## src/rtl/pipeline_idr_skid_stage_if.sv

```systemverilog
// Handshake and operand bus between IDC, the ID->EX skid stage and EX.
// Upstream entry, regfile data, forwarding bus and downstream head entry.
interface pipeline_idr_skid_stage_if #(
    parameter int XLEN   = 64,
    parameter int CTRL_W = 32,
    parameter int NFWD   = 3
);
    logic                   in_valid;
    logic                   in_ready;
    logic [XLEN-1:0]        in_pc;
    logic [4:0]             in_rs1;
    logic [4:0]             in_rs2;
    logic                   in_rs1_used;
    logic                   in_rs2_used;
    logic [CTRL_W-1:0]      in_ctrl;
    logic [XLEN-1:0]        rf_rdata1;
    logic [XLEN-1:0]        rf_rdata2;
    logic [NFWD-1:0]        fwd_valid;
    logic [5*NFWD-1:0]      fwd_rd;
    logic [XLEN*NFWD-1:0]   fwd_data;
    logic                   out_valid;
    logic                   out_ready;
    logic [XLEN-1:0]        out_pc;
    logic [XLEN-1:0]        out_op1;
    logic [XLEN-1:0]        out_op2;
    logic [4:0]             out_rs1;
    logic [4:0]             out_rs2;
    logic [CTRL_W-1:0]      out_ctrl;

    modport master (
        output in_valid, in_pc, in_rs1, in_rs2, in_rs1_used,
        output in_rs2_used, in_ctrl, rf_rdata1, rf_rdata2,
        output fwd_valid, fwd_rd, fwd_data, out_ready,
        input  in_ready, out_valid, out_pc, out_op1, out_op2,
        input  out_rs1, out_rs2, out_ctrl
    );

    modport slave (
        input  in_valid, in_pc, in_rs1, in_rs2, in_rs1_used,
        input  in_rs2_used, in_ctrl, rf_rdata1, rf_rdata2,
        input  fwd_valid, fwd_rd, fwd_data, out_ready,
        output in_ready, out_valid, out_pc, out_op1, out_op2,
        output out_rs1, out_rs2, out_ctrl
    );
endinterface

```

## src/rtl/pipeline_idr_skid_stage.sv

```systemverilog
// ID->EX register-read stage: 2-entry skid buffer with operand forwarding/snoop.
// Optional PIPE_IDR_PERF_EN adds stall_cnt/bubble_cnt performance counters.
module pipeline_idr_skid_stage #(
    parameter int XLEN   = 64,
    parameter int CTRL_W = 32,
    parameter int NFWD   = 3
) (
    input  logic                        clk,
    input  logic                        reset,
    input  logic                        flush,
    pipeline_idr_skid_stage_if.slave    bus
`ifdef PIPE_IDR_PERF_EN
    ,
    output logic [31:0]                 stall_cnt,
    output logic [31:0]                 bubble_cnt
`endif
);

    typedef struct packed {
        logic [XLEN-1:0]   pc;
        logic [XLEN-1:0]   op1;
        logic [XLEN-1:0]   op2;
        logic [4:0]        rs1;
        logic [4:0]        rs2;
        logic              u1;
        logic              u2;
        logic [CTRL_W-1:0] ctrl;
    } entry_t;

    logic [1:0] r_count;
    logic       r_live;
    entry_t     r_e0;
    entry_t     r_e1;

    entry_t     w_new;
    entry_t     w_new_s;
    entry_t     w_e0s;
    entry_t     w_e1s;
    entry_t     w_e0_n;
    entry_t     w_e1_n;
    logic [1:0] w_cnt_n;
    logic       w_acc;
    logic       w_drn;
    logic       w_ovalid;
    logic       w_iready;

    // Descending scan so the youngest matching source is applied last.
    function automatic entry_t f_snoop(
        input entry_t                 e,
        input logic [NFWD-1:0]        v,
        input logic [5*NFWD-1:0]      rd,
        input logic [XLEN*NFWD-1:0]   d
    );
        entry_t r;
        r = e;
        for (int i = NFWD - 1; i >= 0; i--) begin
            if (e.u1 && e.rs1 != 5'd0 && v[i] && rd[5*i+:5] == e.rs1)
                r.op1 = d[XLEN*i+:XLEN];
            if (e.u2 && e.rs2 != 5'd0 && v[i] && rd[5*i+:5] == e.rs2)
                r.op2 = d[XLEN*i+:XLEN];
        end
        return r;
    endfunction

    assign w_ovalid = (r_count != 2'd0);
    assign w_iready = r_live & (r_count != 2'd2);
    assign w_acc    = bus.in_valid & w_iready;
    assign w_drn    = w_ovalid & bus.out_ready;

    always_comb begin
        w_new      = '0;
        w_new.pc   = bus.in_pc;
        w_new.op1  = bus.rf_rdata1;
        w_new.op2  = bus.rf_rdata2;
        w_new.rs1  = bus.in_rs1;
        w_new.rs2  = bus.in_rs2;
        w_new.u1   = bus.in_rs1_used;
        w_new.u2   = bus.in_rs2_used;
        w_new.ctrl = bus.in_ctrl;
        w_new_s    = f_snoop(w_new, bus.fwd_valid, bus.fwd_rd, bus.fwd_data);
    end

    always_comb begin
        w_e0s = r_e0;
        w_e1s = r_e1;
        if (r_count != 2'd0)
            w_e0s = f_snoop(r_e0, bus.fwd_valid, bus.fwd_rd, bus.fwd_data);
        if (r_count == 2'd2)
            w_e1s = f_snoop(r_e1, bus.fwd_valid, bus.fwd_rd, bus.fwd_data);
    end

    // Empty slots stay zero so E0 doubles as the bubble encoding.
    always_comb begin
        w_e0_n  = w_e0s;
        w_e1_n  = w_e1s;
        w_cnt_n = r_count;
        if (w_drn) begin
            w_e0_n  = w_e1s;
            w_e1_n  = '0;
            w_cnt_n = r_count - 2'd1;
        end
        if (w_acc) begin
            if (w_cnt_n == 2'd0)
                w_e0_n = w_new_s;
            else
                w_e1_n = w_new_s;
            w_cnt_n = w_cnt_n + 2'd1;
        end
    end

    always_ff @(posedge clk) begin
        if (!reset) begin
            r_count <= 2'd0;
            r_live  <= 1'b0;
            r_e0    <= '0;
            r_e1    <= '0;
        end else if (flush) begin
            r_count <= 2'd0;
            r_live  <= 1'b1;
            r_e0    <= '0;
            r_e1    <= '0;
        end else begin
            r_count <= w_cnt_n;
            r_live  <= 1'b1;
            r_e0    <= w_e0_n;
            r_e1    <= w_e1_n;
        end
    end

    assign bus.in_ready  = w_iready;
    assign bus.out_valid = w_ovalid;
    assign bus.out_pc    = r_e0.pc;
    assign bus.out_op1   = r_e0.op1;
    assign bus.out_op2   = r_e0.op2;
    assign bus.out_rs1   = r_e0.rs1;
    assign bus.out_rs2   = r_e0.rs2;
    assign bus.out_ctrl  = r_e0.ctrl;

`ifdef PIPE_IDR_PERF_EN
    logic [31:0] r_stall_cnt;
    logic [31:0] r_bubble_cnt;

    always_ff @(posedge clk) begin
        if (!reset) begin
            r_stall_cnt  <= 32'd0;
            r_bubble_cnt <= 32'd0;
        end else begin
            if (w_ovalid && !bus.out_ready)
                r_stall_cnt <= r_stall_cnt + 32'd1;
            if (!w_ovalid && !flush)
                r_bubble_cnt <= r_bubble_cnt + 32'd1;
        end
    end

    assign stall_cnt  = r_stall_cnt;
    assign bubble_cnt = r_bubble_cnt;
`endif

endmodule

```

## src/flat_wrapper.sv

```systemverilog
// flat-port wrapper written by rule: the top's interface ports become plain ports
module pipeline_idr_skid_stage_flat 
#(
    parameter int XLEN   = 64,
    parameter int CTRL_W = 32,
    parameter int NFWD   = 3
)
  (clk, reset, flush, bus_in_valid, bus_in_pc, bus_in_rs1, bus_in_rs2, bus_in_rs1_used, bus_in_rs2_used, bus_in_ctrl, bus_rf_rdata1, bus_rf_rdata2, bus_fwd_valid, bus_fwd_rd, bus_fwd_data, bus_out_ready, bus_in_ready, bus_out_valid, bus_out_pc, bus_out_op1, bus_out_op2, bus_out_rs1, bus_out_rs2, bus_out_ctrl);
  pipeline_idr_skid_stage_if #(.XLEN(XLEN), .CTRL_W(CTRL_W), .NFWD(NFWD)) bus_i ();
  input  logic clk;
  input  logic reset;
  input  logic flush;
  input wire logic [$bits(bus_i.in_valid)-1:0] bus_in_valid;
  input wire logic [$bits(bus_i.in_pc)-1:0] bus_in_pc;
  input wire logic [$bits(bus_i.in_rs1)-1:0] bus_in_rs1;
  input wire logic [$bits(bus_i.in_rs2)-1:0] bus_in_rs2;
  input wire logic [$bits(bus_i.in_rs1_used)-1:0] bus_in_rs1_used;
  input wire logic [$bits(bus_i.in_rs2_used)-1:0] bus_in_rs2_used;
  input wire logic [$bits(bus_i.in_ctrl)-1:0] bus_in_ctrl;
  input wire logic [$bits(bus_i.rf_rdata1)-1:0] bus_rf_rdata1;
  input wire logic [$bits(bus_i.rf_rdata2)-1:0] bus_rf_rdata2;
  input wire logic [$bits(bus_i.fwd_valid)-1:0] bus_fwd_valid;
  input wire logic [$bits(bus_i.fwd_rd)-1:0] bus_fwd_rd;
  input wire logic [$bits(bus_i.fwd_data)-1:0] bus_fwd_data;
  input wire logic [$bits(bus_i.out_ready)-1:0] bus_out_ready;
  output wire logic [$bits(bus_i.in_ready)-1:0] bus_in_ready;
  output wire logic [$bits(bus_i.out_valid)-1:0] bus_out_valid;
  output wire logic [$bits(bus_i.out_pc)-1:0] bus_out_pc;
  output wire logic [$bits(bus_i.out_op1)-1:0] bus_out_op1;
  output wire logic [$bits(bus_i.out_op2)-1:0] bus_out_op2;
  output wire logic [$bits(bus_i.out_rs1)-1:0] bus_out_rs1;
  output wire logic [$bits(bus_i.out_rs2)-1:0] bus_out_rs2;
  output wire logic [$bits(bus_i.out_ctrl)-1:0] bus_out_ctrl;
  assign bus_i.in_valid = bus_in_valid;
  assign bus_i.in_pc = bus_in_pc;
  assign bus_i.in_rs1 = bus_in_rs1;
  assign bus_i.in_rs2 = bus_in_rs2;
  assign bus_i.in_rs1_used = bus_in_rs1_used;
  assign bus_i.in_rs2_used = bus_in_rs2_used;
  assign bus_i.in_ctrl = bus_in_ctrl;
  assign bus_i.rf_rdata1 = bus_rf_rdata1;
  assign bus_i.rf_rdata2 = bus_rf_rdata2;
  assign bus_i.fwd_valid = bus_fwd_valid;
  assign bus_i.fwd_rd = bus_fwd_rd;
  assign bus_i.fwd_data = bus_fwd_data;
  assign bus_i.out_ready = bus_out_ready;
  assign bus_in_ready = bus_i.in_ready;
  assign bus_out_valid = bus_i.out_valid;
  assign bus_out_pc = bus_i.out_pc;
  assign bus_out_op1 = bus_i.out_op1;
  assign bus_out_op2 = bus_i.out_op2;
  assign bus_out_rs1 = bus_i.out_rs1;
  assign bus_out_rs2 = bus_i.out_rs2;
  assign bus_out_ctrl = bus_i.out_ctrl;
  pipeline_idr_skid_stage #(.XLEN(XLEN), .CTRL_W(CTRL_W), .NFWD(NFWD)) u_core (.clk(clk), .reset(reset), .flush(flush), .bus(bus_i));
endmodule
```

## config.mk

```make
export PLATFORM = sky130hd
export DESIGN_NAME = pipeline_idr_skid_stage_flat
export DESIGN_NICKNAME = d
export VERILOG_FILES = /design/src/rtl/pipeline_idr_skid_stage_if.sv /design/src/rtl/pipeline_idr_skid_stage.sv /design/src/flat_wrapper.sv
export SDC_FILE = /design/constraint.sdc
export NUM_CORES = 2
export LEC_CHECK = 0
export CORE_MARGIN = 8
export CORE_UTILIZATION = 30
export DETAILED_ROUTE_END_ITERATION = 6
export SKIP_LAST_GASP = 1
export SLEW_MARGIN = 0
export SYNTH_ARGS = -nofsm -noshare
export SYNTH_HDL_FRONTEND = slang
export SYNTH_SLANG_ARGS = --single-unit
```

## constraint.sdc

```tcl
create_clock -name clk -period 10.1 [get_ports clk]
set_clock_uncertainty 0.2 [all_clocks]
set_input_delay 1.01 -clock clk [delete_from_list [all_inputs] [get_ports clk]]
set_output_delay 1.01 -clock clk [all_outputs]
set_load 0.005 [all_outputs]
```

==> summary.md <==
| Metric | Value |
|---|---|
| Status | complete, but fails checks |
| Failing checks | design-rule violations |
| Worst-path maximum fanout | about 220 |
| Max_cap viols | 0 |
| GRT Overall Usage | 0.299 |
| Setup TNS | 0 ns |
| Synth-to-layout area growth | 22.8% |
| Slew Limit Fails | 0 |
| Net count after synthesis | slightly below 5000 |
| Clk slew on worst S/H paths | 0.07 ns |
| Maximum VDD drop | between 0.15 and 0.2 mV |
| Clock Tree Root | clkbuf_16 |
| H-tree level count | 2 |
| Worst Tran Pin Value | 1.34 ns |
| Yosys warns | 0 |
| CORE AREA | 116000 um^2 |
| Cell Rows | ~130 |
| Gate Count Post-Synth | approximately 4500 |
| First-pass GRT wire length | about 290000 um |
| Clk_lat worst skew | between 0.7 and 0.8 ns |
| Relative slew slack | 0.108 |
| Starting DRT DRC Count | between 6000 and 7000 |
| Initial antenna violation count | 53 |
| Final setup fails | 0 |
| Drt drc | 16 |
| DP Wirelength | roughly 120000 um |
| Pwr dens | about 120 nW/um^2 |
| Final ANT Viol Nets | 0 |
| Sequential cell area | about 9500 um^2 |
| CP endpoint kind | register |
| Vias post-DR | approximately 43000 |
| RSZ-0062 raised after global routing | false |
| Utilization after layout | 0.372 |
| Yosys reg bits | around 480 |
| Area occupied by multi-input gates | between 20000 and 25000 um^2 |
| WL/cell | between 30 and 40 um |
| Setup Fix Bufs, Post-CTS | 0 |
| Pleak | 0.0134 uW |
| Final Hold Viols | 0 |
| Starting density of the core | 0.303 |
| CTS tree | done |
| Max frequency | 0.154 GHz |
| Ratio of cells with drive above 1 in the final layout | 0.0524 |
| Startpoint type of the worst setup path | register |
| Clock Tree Buf Depth | 3 |
| CTS buffer count | 60 |
| Die area | roughly 130000 um^2 |
| Data arrival time of the worst path | 6.79 ns |
| Post-CTS Hold Fix Bufs | 0 |
| Die W | 358 um |
| Setup CP Type | register to register |
| Async SR Flop Fraction | 0 |
| Worst EP required | 10.40 ns |
| NumNets Final | roughly 5000 |
| Post-Syn Area per Cell | roughly 7.8 um^2 |
| Layout filler cell count | 11900 |
| Port bufs | between 600 and 700 |
| Fin crit share | 0.643 |
| Commonest cells after routing, fill and taps aside | clkdlybuf4s50_1 (685), dfxtp_1 (475), nand2_1 (398) |
| Die Y | 358 um |
| Tmin final | approximately 6.5 ns |
| Cells resized by post-CTS repair | 0 |
| Sequential fraction of the synthesis area | 0.270 |
| Overflow after GRT | 0 |
| Mapped Area | between 30000 and 40000 um^2 |
| Via/cell ratio | approximately 7 |
| Clock sinks | about 480 |
| HP Class | register to register |
| TritonRoute pass-1 iters | 7 |
| Largest net degree at the start of global routing | 218 |
| Synth unique cells | 72 |
| Ys flop type | dfxtp_1 |
| Total Wirelength | between 200000 and 250000 um |
| Via count of the first global-routing pass | between 40000 and 50000 |
| Io pins | 687 |
| Most common cell after layout, fill and taps aside | clkdlybuf4s50_1 |
| Post-synth EDFFs | 0 |
| GPL Wtd Cong | about 0.9 |
[sequential cells by signal, summed over array words and instances, names as in the netlist]
signal / flops
u_core.bus.out_op2: 64
u_core.r_e0: 2
u_core.r_live: 1
u_core.r_count: 2
u_core.bus.out_pc: 64
u_core.bus.out_rs2: 5
u_core.r_e1: 236
u_core.bus.out_ctrl: 32
u_core.bus.out_rs1: 5
u_core.bus.out_op1: 64
[cells by family (layout without fill, tap and decap cells)]
| logic type | count (synthesis) | count (layout) | synth area share |
|---|---|---|---|
| compound gates | 1750 | 1750 | 0.404 |
| xor+xnor | 91 | 91 | 0.0233 |
| fa+ha+maj | 3 | 3 | 0.00107 |
| buf+inv | 921 | 1008 | 0.127 |
| flops | 475 | 475 | 0.270 |
| mux | 2 | 2 | 0.000605 |
| other cells | 0 | 34 | 0 |
| simple gates | 1250 | 1250 | 0.174 |
[through the flow]
step / instances / instance area, um^2 / total power, uW / hold WS [ns] / setup WS (ns)
final: 6137 / 43200 / 5350 / 0.221 / 3.61
after global routing: 6119 / 43100 / 5470 / 0.235 / 3.52
after CTS: 6103 / 43100 / 5330 / 0.220 / 3.88
after detailed placement: 5992 / 41000 / 3000 / 0.259 / 3.89
after global placement: 5992 / 41000 / 2990 / 0.253 / 3.98
after floorplan: 4492 / 35200 / 2480 / 0.248 / 6.37
[path summary, 6_finish.rpt]
path	slack, ns	to	startpoint	cells after the start
min	0.22	u_core.bus.out_ctrl[1]$_SDFF_PP0_	u_core.r_e1[1]$_SDFF_PP0_	2
min reg2reg	0.22	u_core.bus.out_ctrl[1]$_SDFF_PP0_	u_core.r_e1[1]$_SDFF_PP0_	2
max	3.61	u_core.bus.out_op2[41]$_SDFF_PP0_	u_core.r_count[1]$_SDFF_PP0_	15
max reg2reg	3.61	u_core.bus.out_op2[41]$_SDFF_PP0_	u_core.r_count[1]$_SDFF_PP0_	15
[critical path, cell delays in order (launching register included)]
cell and delay, ns:
dfxtp_1 0.32, inv_1 0.09, ha_4 0.12, buf_4 0.85, inv_1 0.44, nand2_4 0.53
a21oi_1 0.18, ha_1 0.30, nand4b_1 0.25, buf_12 0.52, nor2_1 0.19, o31ai_4 0.34
buf_4 0.96, a21oi_1 0.09, a222oi_1 0.38, o211ai_1 0.14
[synthesized netlist by cell type (7+ instances only)]
cell type,number,area (um^2)
a221oi_1,264,2310
and4_1,7,61.3
o32ai_1,63,552
nand2_1,402,1510
a21oi_1,235,1180
o31a_1,7,61.3
o2111ai_1,64,561
nor3_1,70,350
a22oi_1,118,886
a222oi_1,37,370
and2_1,38,238
a22o_1,149,1310
xnor2_1,58,508
xor2_1,30,263
a311oi_1,194,1700
nand4_1,81,507
o21ai_0,64,320
a221o_1,257,2570
buf_1,29,109
o32a_1,48,480
o211ai_1,94,706
o31ai_1,98,736
and2_0,58,363
nand2b_1,66,413
a32oi_1,7,61.3
dfxtp_1,475,9510
and3_1,10,62.6
inv_1,136,510
buf_4,239,1790
nor4_1,7,43.8
buf_2,68,340
a31oi_1,14,87.6
nor2_1,181,679
nand3_1,237,1190
clkbuf_1,447,1680
nor3b_1,60,450
[where the power goes]
group / internal [uW] / switching (uW) / leakage [uW] / total, uW
logic: 387 / 649 / 0.00858 / 1040
clock network: 1350 / 1000 / 0.00101 / 2350
registers: 1920 / 44.5 / 0.00384 / 1960
total: 3660 / 1700 / 0.0134 / 5350
[per-layer routing]
layer	routed length, um	share of wire	vias to the layer above	global-route usage
met1	75400	0.36	20500	0.367
met3	32500	0.16	915	0.128
li1	-	-	17600	-
met2	86400	0.42	3733	0.442
met5	165	0.00080	-	0
met4	12400	0.060	26	0.155
[cell type report]
cell class	instances	share of cell area
Multi-Input combinational cell	3096	0.501
Sequential cell	475	0.220
Antenna cell	34	0.00197
Timing Repair Buffer	761	0.173
Clock buffer	82	0.0388
Tap cell	1524	0.0441
Inverter	136	0.0119
Clock inverter	29	0.00962
Note: power is estimated with default switching activity, not from simulation.
